<file path="src/rtl/core_pkg.sv">
// Shared core definitions used by the load/store unit: opcodes, funct3 size
// encodings, exception causes and the LSU state type.
package core_pkg;

  localparam logic [6:0] OP_LOAD  = 7'b0000011;
  localparam logic [6:0] OP_STORE = 7'b0100011;

  localparam logic [2:0] F3_B  = 3'b000;
  localparam logic [2:0] F3_H  = 3'b001;
  localparam logic [2:0] F3_W  = 3'b010;
  localparam logic [2:0] F3_D  = 3'b011;
  localparam logic [2:0] F3_BU = 3'b100;
  localparam logic [2:0] F3_HU = 3'b101;
  localparam logic [2:0] F3_WU = 3'b110;

  localparam logic [3:0] CAUSE_ILLEGAL     = 4'd2;
  localparam logic [3:0] CAUSE_LD_MISALIGN = 4'd4;
  localparam logic [3:0] CAUSE_LD_FAULT    = 4'd5;
  localparam logic [3:0] CAUSE_ST_MISALIGN = 4'd6;
  localparam logic [3:0] CAUSE_ST_FAULT    = 4'd7;

  typedef enum logic [1:0] {
    S_IDLE = 2'd0,
    S_REQ  = 2'd1,
    S_WAIT = 2'd2,
    S_RESP = 2'd3
  } lsu_state_t;

  // size is funct3[1:0]: 0 byte, 1 half, 2 word, 3 double
  function automatic logic misaligned(input logic [1:0] size, input logic [2:0] off);
    case (size)
      2'd0:    return 1'b0;
      2'd1:    return off[0];
      2'd2:    return |off[1:0];
      default: return |off;
    endcase
  endfunction

endpackage

</file>
<file path="src/rtl/core_lsu_align.sv">
// Lane alignment for the LSU: store byte enables/data shifted to the access
// offset, and load data shifted down and sign/zero-extended by funct3.
module core_lsu_align
  import core_pkg::*;
(
  input  logic [2:0]  funct3,
  input  logic [2:0]  off,
  input  logic [63:0] store_data,
  input  logic [63:0] rdata,
  output logic [7:0]  be,
  output logic [63:0] wdata,
  output logic [63:0] load_val
);

  logic [7:0]  be_base;
  logic [63:0] x;

  always_comb begin
    case (funct3[1:0])
      2'b00:   be_base = 8'h01;
      2'b01:   be_base = 8'h03;
      2'b10:   be_base = 8'h0F;
      default: be_base = 8'hFF;
    endcase
    be    = be_base << off;
    wdata = store_data << {off, 3'b000};
    x     = rdata >> {off, 3'b000};
    case (funct3)
      F3_B:    load_val = {{56{x[7]}}, x[7:0]};
      F3_H:    load_val = {{48{x[15]}}, x[15:0]};
      F3_W:    load_val = {{32{x[31]}}, x[31:0]};
      F3_D:    load_val = x;
      F3_BU:   load_val = {56'b0, x[7:0]};
      F3_HU:   load_val = {48'b0, x[15:0]};
      F3_WU:   load_val = {32'b0, x[31:0]};
      default: load_val = x;
    endcase
  end

endmodule

</file>
<file path="src/rtl/core_load_store_unit.sv">
// RV64 load/store unit: one outstanding req/gnt/rvalid transaction per access.
// Optional LSU_TIMEOUT_EN macro adds a wait-cycle limit raising an access fault.
//   state  | meaning
//   IDLE   | req_ready=1, waiting to accept
//   REQ    | mem_req held until mem_gnt
//   WAIT   | granted, waiting for mem_rvalid
//   RESP   | one-cycle resp_valid / exception report
module core_load_store_unit
  import core_pkg::*;
#(
  parameter int TIMEOUT_CYCLES = 255
) (
  input  logic        clk,
  input  logic        rst,
  input  logic        req_valid,
  output logic        req_ready,
  input  logic [6:0]  req_opcode,
  input  logic [2:0]  req_funct3,
  input  logic [63:0] req_addr,
  input  logic [63:0] req_store_data,
  input  logic [4:0]  req_rd,
  output logic        mem_req,
  input  logic        mem_gnt,
  output logic [63:0] mem_addr,
  output logic        mem_we,
  output logic [7:0]  mem_be,
  output logic [63:0] mem_wdata,
  input  logic        mem_rvalid,
  input  logic [63:0] mem_rdata,
  input  logic        mem_err,
  output logic        resp_valid,
  output logic        resp_wr_en,
  output logic [4:0]  resp_rd,
  output logic [63:0] load_data,
  output logic        exc_valid,
  output logic [3:0]  exc_cause,
  output logic [63:0] exc_tval
);

  lsu_state_t  state;
  logic        is_store_q;
  logic [2:0]  funct3_q;
  logic [63:0] addr_q;
  logic [63:0] sdata_q;
  logic [4:0]  rd_q;
  logic        req_ready_q;
  logic        mem_req_q;
  logic        resp_valid_q;
  logic        resp_wr_en_q;
  logic [4:0]  resp_rd_q;
  logic [63:0] load_data_q;
  logic        exc_valid_q;
  logic [3:0]  exc_cause_q;
  logic [63:0] exc_tval_q;

  logic [7:0]  be;
  logic [63:0] wdata;
  logic [63:0] load_val;

  logic        accept;
  logic        in_load;
  logic        in_store;
  logic        in_illegal;
  logic        in_misalign;
  logic        mem_done;
  logic        timeout_hit;
  logic        done;
  logic        done_exc;
  logic [3:0]  done_cause;
  logic [63:0] done_tval;
  logic        done_wr_en;

  core_lsu_align u_align (
    .funct3     (funct3_q),
    .off        (addr_q[2:0]),
    .store_data (sdata_q),
    .rdata      (mem_rdata),
    .be         (be),
    .wdata      (wdata),
    .load_val   (load_val)
  );

`ifdef LSU_TIMEOUT_EN
  localparam int CNT_W = ($clog2(TIMEOUT_CYCLES + 1) > 8) ? $clog2(TIMEOUT_CYCLES + 1) : 8;
  logic [CNT_W-1:0] wait_cnt;

  // Only IDLE leads to REQ, so clearing in IDLE is clearing on entry to REQ.
  always_ff @(posedge clk or posedge rst) begin
    if (rst)
      wait_cnt <= '0;
    else if (state == S_REQ || state == S_WAIT)
      wait_cnt <= wait_cnt + 1'b1;
    else
      wait_cnt <= '0;
  end

  assign timeout_hit = (state == S_REQ || state == S_WAIT) &&
                       (wait_cnt == CNT_W'(TIMEOUT_CYCLES - 1));
`else
  assign timeout_hit = 1'b0;
`endif

  always_comb begin
    accept      = (state == S_IDLE) && req_valid;
    in_load     = (req_opcode == OP_LOAD);
    in_store    = (req_opcode == OP_STORE);
    in_illegal  = !(in_load || in_store) ||
                  (in_load && req_funct3 == 3'b111) ||
                  (in_store && req_funct3[2]);
    in_misalign = misaligned(req_funct3[1:0], req_addr[2:0]);
    mem_done    = ((state == S_REQ && mem_gnt) || state == S_WAIT) && mem_rvalid;

    done       = 1'b0;
    done_exc   = 1'b0;
    done_cause = 4'd0;
    done_tval  = 64'd0;
    done_wr_en = 1'b0;
    if (accept) begin
      if (in_illegal) begin
        done       = 1'b1;
        done_exc   = 1'b1;
        done_cause = CAUSE_ILLEGAL;
        done_tval  = req_addr;
      end else if (in_misalign) begin
        done       = 1'b1;
        done_exc   = 1'b1;
        done_cause = in_store ? CAUSE_ST_MISALIGN : CAUSE_LD_MISALIGN;
        done_tval  = req_addr;
      end
    end else if (mem_done) begin
      done       = 1'b1;
      done_exc   = mem_err;
      done_cause = mem_err ? (is_store_q ? CAUSE_ST_FAULT : CAUSE_LD_FAULT) : 4'd0;
      done_tval  = mem_err ? addr_q : 64'd0;
      done_wr_en = !is_store_q && !mem_err && (rd_q != 5'd0);
    end else if (timeout_hit) begin
      done       = 1'b1;
      done_exc   = 1'b1;
      done_cause = is_store_q ? CAUSE_ST_FAULT : CAUSE_LD_FAULT;
      done_tval  = addr_q;
    end
  end

  always_ff @(posedge clk or posedge rst) begin
    if (rst) begin
      state        <= S_IDLE;
      is_store_q   <= 1'b0;
      funct3_q     <= 3'd0;
      addr_q       <= 64'd0;
      sdata_q      <= 64'd0;
      rd_q         <= 5'd0;
      req_ready_q  <= 1'b1;
      mem_req_q    <= 1'b0;
      resp_valid_q <= 1'b0;
      resp_wr_en_q <= 1'b0;
      resp_rd_q    <= 5'd0;
      load_data_q  <= 64'd0;
      exc_valid_q  <= 1'b0;
      exc_cause_q  <= 4'd0;
      exc_tval_q   <= 64'd0;
    end else begin
      // Response fields live for exactly the RESP cycle.
      resp_valid_q <= 1'b0;
      resp_wr_en_q <= 1'b0;
      resp_rd_q    <= 5'd0;
      load_data_q  <= 64'd0;
      exc_valid_q  <= 1'b0;
      exc_cause_q  <= 4'd0;
      exc_tval_q   <= 64'd0;

      if (accept) begin
        is_store_q <= in_store;
        funct3_q   <= req_funct3;
        addr_q     <= req_addr;
        sdata_q    <= req_store_data;
        rd_q       <= req_rd;
      end

      if (done) begin
        state        <= S_RESP;
        req_ready_q  <= 1'b0;
        mem_req_q    <= 1'b0;
        resp_valid_q <= 1'b1;
        resp_wr_en_q <= done_wr_en;
        resp_rd_q    <= accept ? req_rd : rd_q;
        load_data_q  <= (done_exc || is_store_q) ? 64'd0 : load_val;
        exc_valid_q  <= done_exc;
        exc_cause_q  <= done_cause;
        exc_tval_q   <= done_tval;
      end else begin
        case (state)
          S_IDLE: begin
            if (accept) begin
              state       <= S_REQ;
              req_ready_q <= 1'b0;
              mem_req_q   <= 1'b1;
            end
          end
          S_REQ: begin
            if (mem_gnt) begin
              state     <= S_WAIT;
              mem_req_q <= 1'b0;
            end
          end
          S_WAIT: ;
          S_RESP: begin
            state       <= S_IDLE;
            req_ready_q <= 1'b1;
          end
        endcase
      end
    end
  end

  assign req_ready  = req_ready_q;
  assign mem_req    = mem_req_q;
  assign mem_addr   = {addr_q[63:3], 3'b000};
  assign mem_we     = mem_req_q & is_store_q;
  assign mem_be     = mem_req_q ? be : 8'h00;
  assign mem_wdata  = wdata;
  assign resp_valid = resp_valid_q;
  assign resp_wr_en = resp_wr_en_q;
  assign resp_rd    = resp_rd_q;
  assign load_data  = load_data_q;
  assign exc_valid  = exc_valid_q;
  assign exc_cause  = exc_cause_q;
  assign exc_tval   = exc_tval_q;

endmodule

</file>
<file path="config.mk">
export PLATFORM = sky130hd
export DESIGN_NAME = core_load_store_unit
export DESIGN_NICKNAME = d
export VERILOG_FILES = /design/src/rtl/core_pkg.sv /design/src/rtl/core_lsu_align.sv /design/src/rtl/core_load_store_unit.sv
export SDC_FILE = /design/constraint.sdc
export NUM_CORES = 1
export LEC_CHECK = 0
export CAP_MARGIN = 20
export CORE_MARGIN = 8
export CORE_UTILIZATION = 47
export CTS_CLUSTER_DIAMETER = 100
export DETAILED_ROUTE_END_ITERATION = 16
export MAX_ROUTING_LAYER = met4
export PLACE_DENSITY = 0.81
export SKIP_LAST_GASP = 1
export SLEW_MARGIN = 20
export SYNTH_ARGS = -nofsm -noshare
export SYNTH_HDL_FRONTEND = slang
export SYNTH_HIERARCHICAL = 1
export SYNTH_SLANG_ARGS = --single-unit
export TNS_END_PERCENT = 10
</file>
<file path="constraint.sdc">
create_clock -name clk -period 12.4 [get_ports clk]
set_clock_uncertainty 0.1 [all_clocks]
set_input_delay 1.86 -clock clk [delete_from_list [all_inputs] [get_ports clk]]
set_output_delay 1.86 -clock clk [all_outputs]
set_load 0.02 [all_outputs]
</file>
After elaboration in Yosys (flattened, before gate mapping) --
Index checks and enable logic that the tools add are counted.
Cells by class: reduce and logical (&&, ||, !) cells 28, bitwise operators 1, muxes and demuxes 44, equality and inequality tests 17, shift-type cells 3
Operator list (number):
- 2-to-1 mux 64 bit | 8
- one-hot mux 64 bit (6 select lines) | 1
- left shift 64 x 6 -> 64 bit | 1
- >> shifter 64 x 6 -> 64 bit | 1
- one-hot mux 8 bit (3 select lines) | 1
- 2-to-1 mux 1 bit | 16
- equality test 3 bit (second input constant) | 4
- 2-to-1 mux 3 bit | 4
- 2-to-1 mux 2 bit | 5
- 2-to-1 mux 5 bit | 2
- equality test 2 bit (second input constant) | 4
- 2-to-1 mux 4 bit | 2
- 2-to-1 mux 8 bit | 1
- left shift 8 x 3 -> 8 bit | 1
- equality test 7 x 2 -> 1 bit (second input constant) | 1
- equality test 7 x 6 -> 1 bit (second input constant) | 1
- logical AND 1 bit | 7
- equality test 2 x 1 -> 1 bit (second input constant) | 3
- zero test 2 bit | 3
- inequality test 3 bit (second input constant) | 2
- one-hot mux 2 bit (3 select lines) | 1
- AND reduction 3 bit | 2
- nonzero test 3 bit | 2
- logical OR 1 bit | 5
- other kinds (12) | 15
Storage, ports and cells: register bits after elaboration 281, output and inout bits 279, input port bits 213

Longest topological paths before layout --
word-level depth 10, depth in mapped cells 9

By module --
Netlist, hierarchy kept.
By module, submodules not included:
- core_load_store_unit | area each 10667.7 µm², instances 1, cells an instance 982, sequential area each 7008.0 µm²
- core_lsu_align | area each 4413.0 µm², instances 1, cells an instance 583, sequential area each 0.0 µm²

Least setup slack after synthesis --
Ideal clock, no wire load.
path type reg-to-output, from register addr_q[1], to output port mem_wdata[54], buffers on the path 4, path slack 8.757 ns, arrival 1.683 ns, cell stages (with the launch flop) 9, path through dfrtp_1 buf_6 buf_12 buf_8 buf_4 mux2i_1 nand2_1 o21ai_0 o21ai_0
On the way: longest elaborated chain between the ends 1
RTL lines:
- start: declaration | line core_load_store_unit.sv:43 | logic [63:0] addr_q;
- start signal: assignment | line core_load_store_unit.sv:174 | addr_q <= req_addr;
- left shift 64 x 6 -> 64 bit | line core_lsu_align.sv:26 | wdata = store_data << {off, 3'b000};
- end: declaration | line core_load_store_unit.sv:27 | output logic [63:0] mem_wdata,
No other way between the ends.

Worst setup path in the final report --
from register addr_q[0], to output port mem_be[5]
On the way: longest elaborated chain between the ends 2
RTL lines:
- left shift 8 x 3 -> 8 bit | line core_lsu_align.sv:25 | be = be_base << off;
- via be[5] | line core_load_store_unit.sv:56 | logic [7:0] be;
- 2-to-1 mux 8 bit | line core_load_store_unit.sv:219 | assign mem_be = mem_req_q ? be : 8'h00;
- end: declaration | line core_load_store_unit.sv:26 | output logic [7:0] mem_be,
The timed path passes the listed nets, and every way through them passes these cells.

==> out/metrics.yaml <==
status: "finished clean"
slowest_stage: "dfrtp_4"
row_count: 65
area_growth_pct: 35.34
drc: 0
clk_pin_slew_worst_paths_ns: 0.06
cts_buffer_depth: 3
cp_num_cells: 6
worstSetupPathType: "flip-flop to output pin"
yosys.cell_types.count: 54
grt_pass1_wl_um: 81720
worst_setup_path_end_kind: "output pin"
numPortBuffers: 487
start_util_pct: 47.79
final_area_mm2: 0.02041
first_pass_iters: 8
cts_tree: "built"
cts_setup_buffers: 0
setup_viol_count_final: 0
cp-startpoint: "addr_q[0]"
pwr_density_cell_mw_per_mm2: 271.4
grt_pass1_vias: 13306
hold_path_class: "flip-flop to flip-flop"
gp_congestion: 0.9327
avgSynthCellArea_um2: 9.636
cts_resized: 0
final_common_cell: "clkdlybuf4s50_1"
max-vdd-ir-drop_mv: 0.1731
route.detailed.vias_per_inst: 5.648
critical_path_arrival_ns: 4.16
r2r-start: "addr_q[0]"
critPathCapture: "mem_be[5]"
fin_crit_sh_pct: 49.36
fin_ws_ns: 6.279
maxCapViolCount: 0
worstReg2RegEnd: "load_data[5]"
postCtsHoldBufs: 0
cp_common_cell: "buf_4"
dp_hpwl_um: 39290
p_total_uw: 5539
crit_path_max_fanout: 75
clk_latency_ns: 0.58
cp.required_ns: 10.44
slew_viol_final: 0
die_w_um: 195.1
drive_gt1_share_pct: 7.497
relSlewSlack_pct: 31.31
overflow: 0
hold_start: "sdata_q[59]"
route.vias.total: 13216
crit_family: "buffers and inverters"
rrSetupSlack_ns: 8.53
post_drt_wl_per_cell_um: 23.12
worstSetupStartpointType: "flip-flop"
synthFlopType: "dfrtp_1"
numCtsBuffers: 31
drt-total-wl_um: 54100
antenna_found_initial: 4
whs_path_depth: 2
netlist_area_mm2: 0.01508
r2r_cells: 6
max_stage_delay_ns: 0.88
synth_edf_count: 0
place_ws_ns: 6.910
ant_nets: 0
rsz0062_at_grt: "no"
nNetsFinal: 2126
grt_max_degree: 92
ctsHtreeMaxLevel: 1
cts.sinks: 280
hold_viol_final: 0
die_area_mm2: 0.03807
max_freq_mhz: 163.4
synthArstFlopShare_pct: 100.0
root_buffer: "clkbuf_16"
yosysWarnings: 6
synth_seq_cells: 280
placed_cell_area_mm2: 0.01934
drtIter0Drc: 1196
synth-seq-area-share_pct: 46.47
worst-path-buf-inv: 3
die_h_um: 195.1
tightest_slew_ns: 1.026
worstPathCellList: "buf_4, buf_4, nor3_1, a211oi_1, and2_1, clkdlybuf4s50_1"
mostFrequentLayoutCells: "clkdlybuf4s50_1, nand2_1, dfrtp_1"
postSynthCellCount: 1565
post-route-min-period_ns: 6.121
ios: 492
p_leak_uw: 0.009279
hold_slack_ns: 0.3915
grt_use_total_pct: 28.15
timing.setup.tns_ns: 0
core_area_mm2: 0.03156
## final cells by class
cell class                 instances  area (um2)
tap                              402       503.0
inverter                           6       30.03
timing repair buffer             504        5002
clock buffer                      44       904.6
sequential                       280        7019
antenna                            4       10.01
multi-input combinational       1090        6794
clock inverter                    10       146.4
fill                            2512       11150
## synth_stat cells, types with 9 or more instances
master	count	share of area, %
a22o_1	65	3.8
o2bb2ai_1	9	0.52
buf_6	20	1.5
o21ai_0	50	1.7
nor2b_1	21	0.87
nand2_1	447	11
buf_4	87	4.3
mux4_2	22	3.3
dfrtp_1	279	46
o22ai_1	17	0.71
mux2_2	37	2.8
nor2_1	64	1.6
nand3_1	13	0.43
and2_1	81	3.4
mux2i_1	128	8.5
a21oi_1	31	1.0
buf_2	58	1.9
nand4_1	25	1.0
clkbuf_1	17	0.42
## how the worst min path moves through the flow
| stage | end | slack (ns) |
|---|---|---|
| 5_1_grt | sdata_q[62] | 0.41 |
| 3_3_place_gp | sdata_q[54] | 0.36 |
| 6_report | sdata_q[59] | 0.39 |
| 2_1_floorplan | funct3_q[1] | 0.34 |
| 4_1_cts | sdata_q[62] | 0.39 |
| 3_5_place_dp | sdata_q[54] | 0.37 |
## through the flow
stage               util (%)  std cells
CTS                    64.62       2336
finish                 64.68       2340
global placement       61.29       2282
floorplan                  -       1568
global route           64.68       2340
detailed placement     61.29       2282
## state kept, by name, indices dropped and copies added, names as in the netlist, 2 cells and up
signal / flops
load_data: 64
resp_rd: 5
addr_q: 64
exc_cause: 3
sdata_q: 64
funct3_q: 3
rd_q: 5
state: 2
exc_tval: 64
## metal layers
metal / global-route usage [%] / up-vias / part of all wire, %
li1: - / 5961 / -
met1: 33.15 / 6381 / 38
met5: - / - / 0
met4: 14.71 / 0 / 6.0
met3: 6.964 / 168 / 9.2
met2: 44.43 / 706 / 47
## power breakdown
group	internal (uW)	switching, uW	total (uW)
logic	1350	1660	3010
registers	1230	353	1580
clock network	567	381	948
## cells by family (layout without fill, tap and decap cells)
family | after synthesis | count (layout) | share of synthesized area (%)
flip-flops | 280 | 280 | 46.47
AO/OA/AOI/OAI | 223 | 223 | 10.53
other | 1 | 8 | 0.02487
AND/OR/NAND/NOR | 676 | 676 | 19.62
multiplexers | 187 | 187 | 14.54
buffers and inverters | 198 | 564 | 8.811
## worst reg2reg max path: stages, from the launching register on
cell and delay [ns]:
dfrtp_4 0.88, buf_4 0.59, buf_4 0.86, mux2i_1 0.53, mux2i_1 0.29, mux2_2 0.36, and2_1 0.13
(Power assumes the default switching activity.)
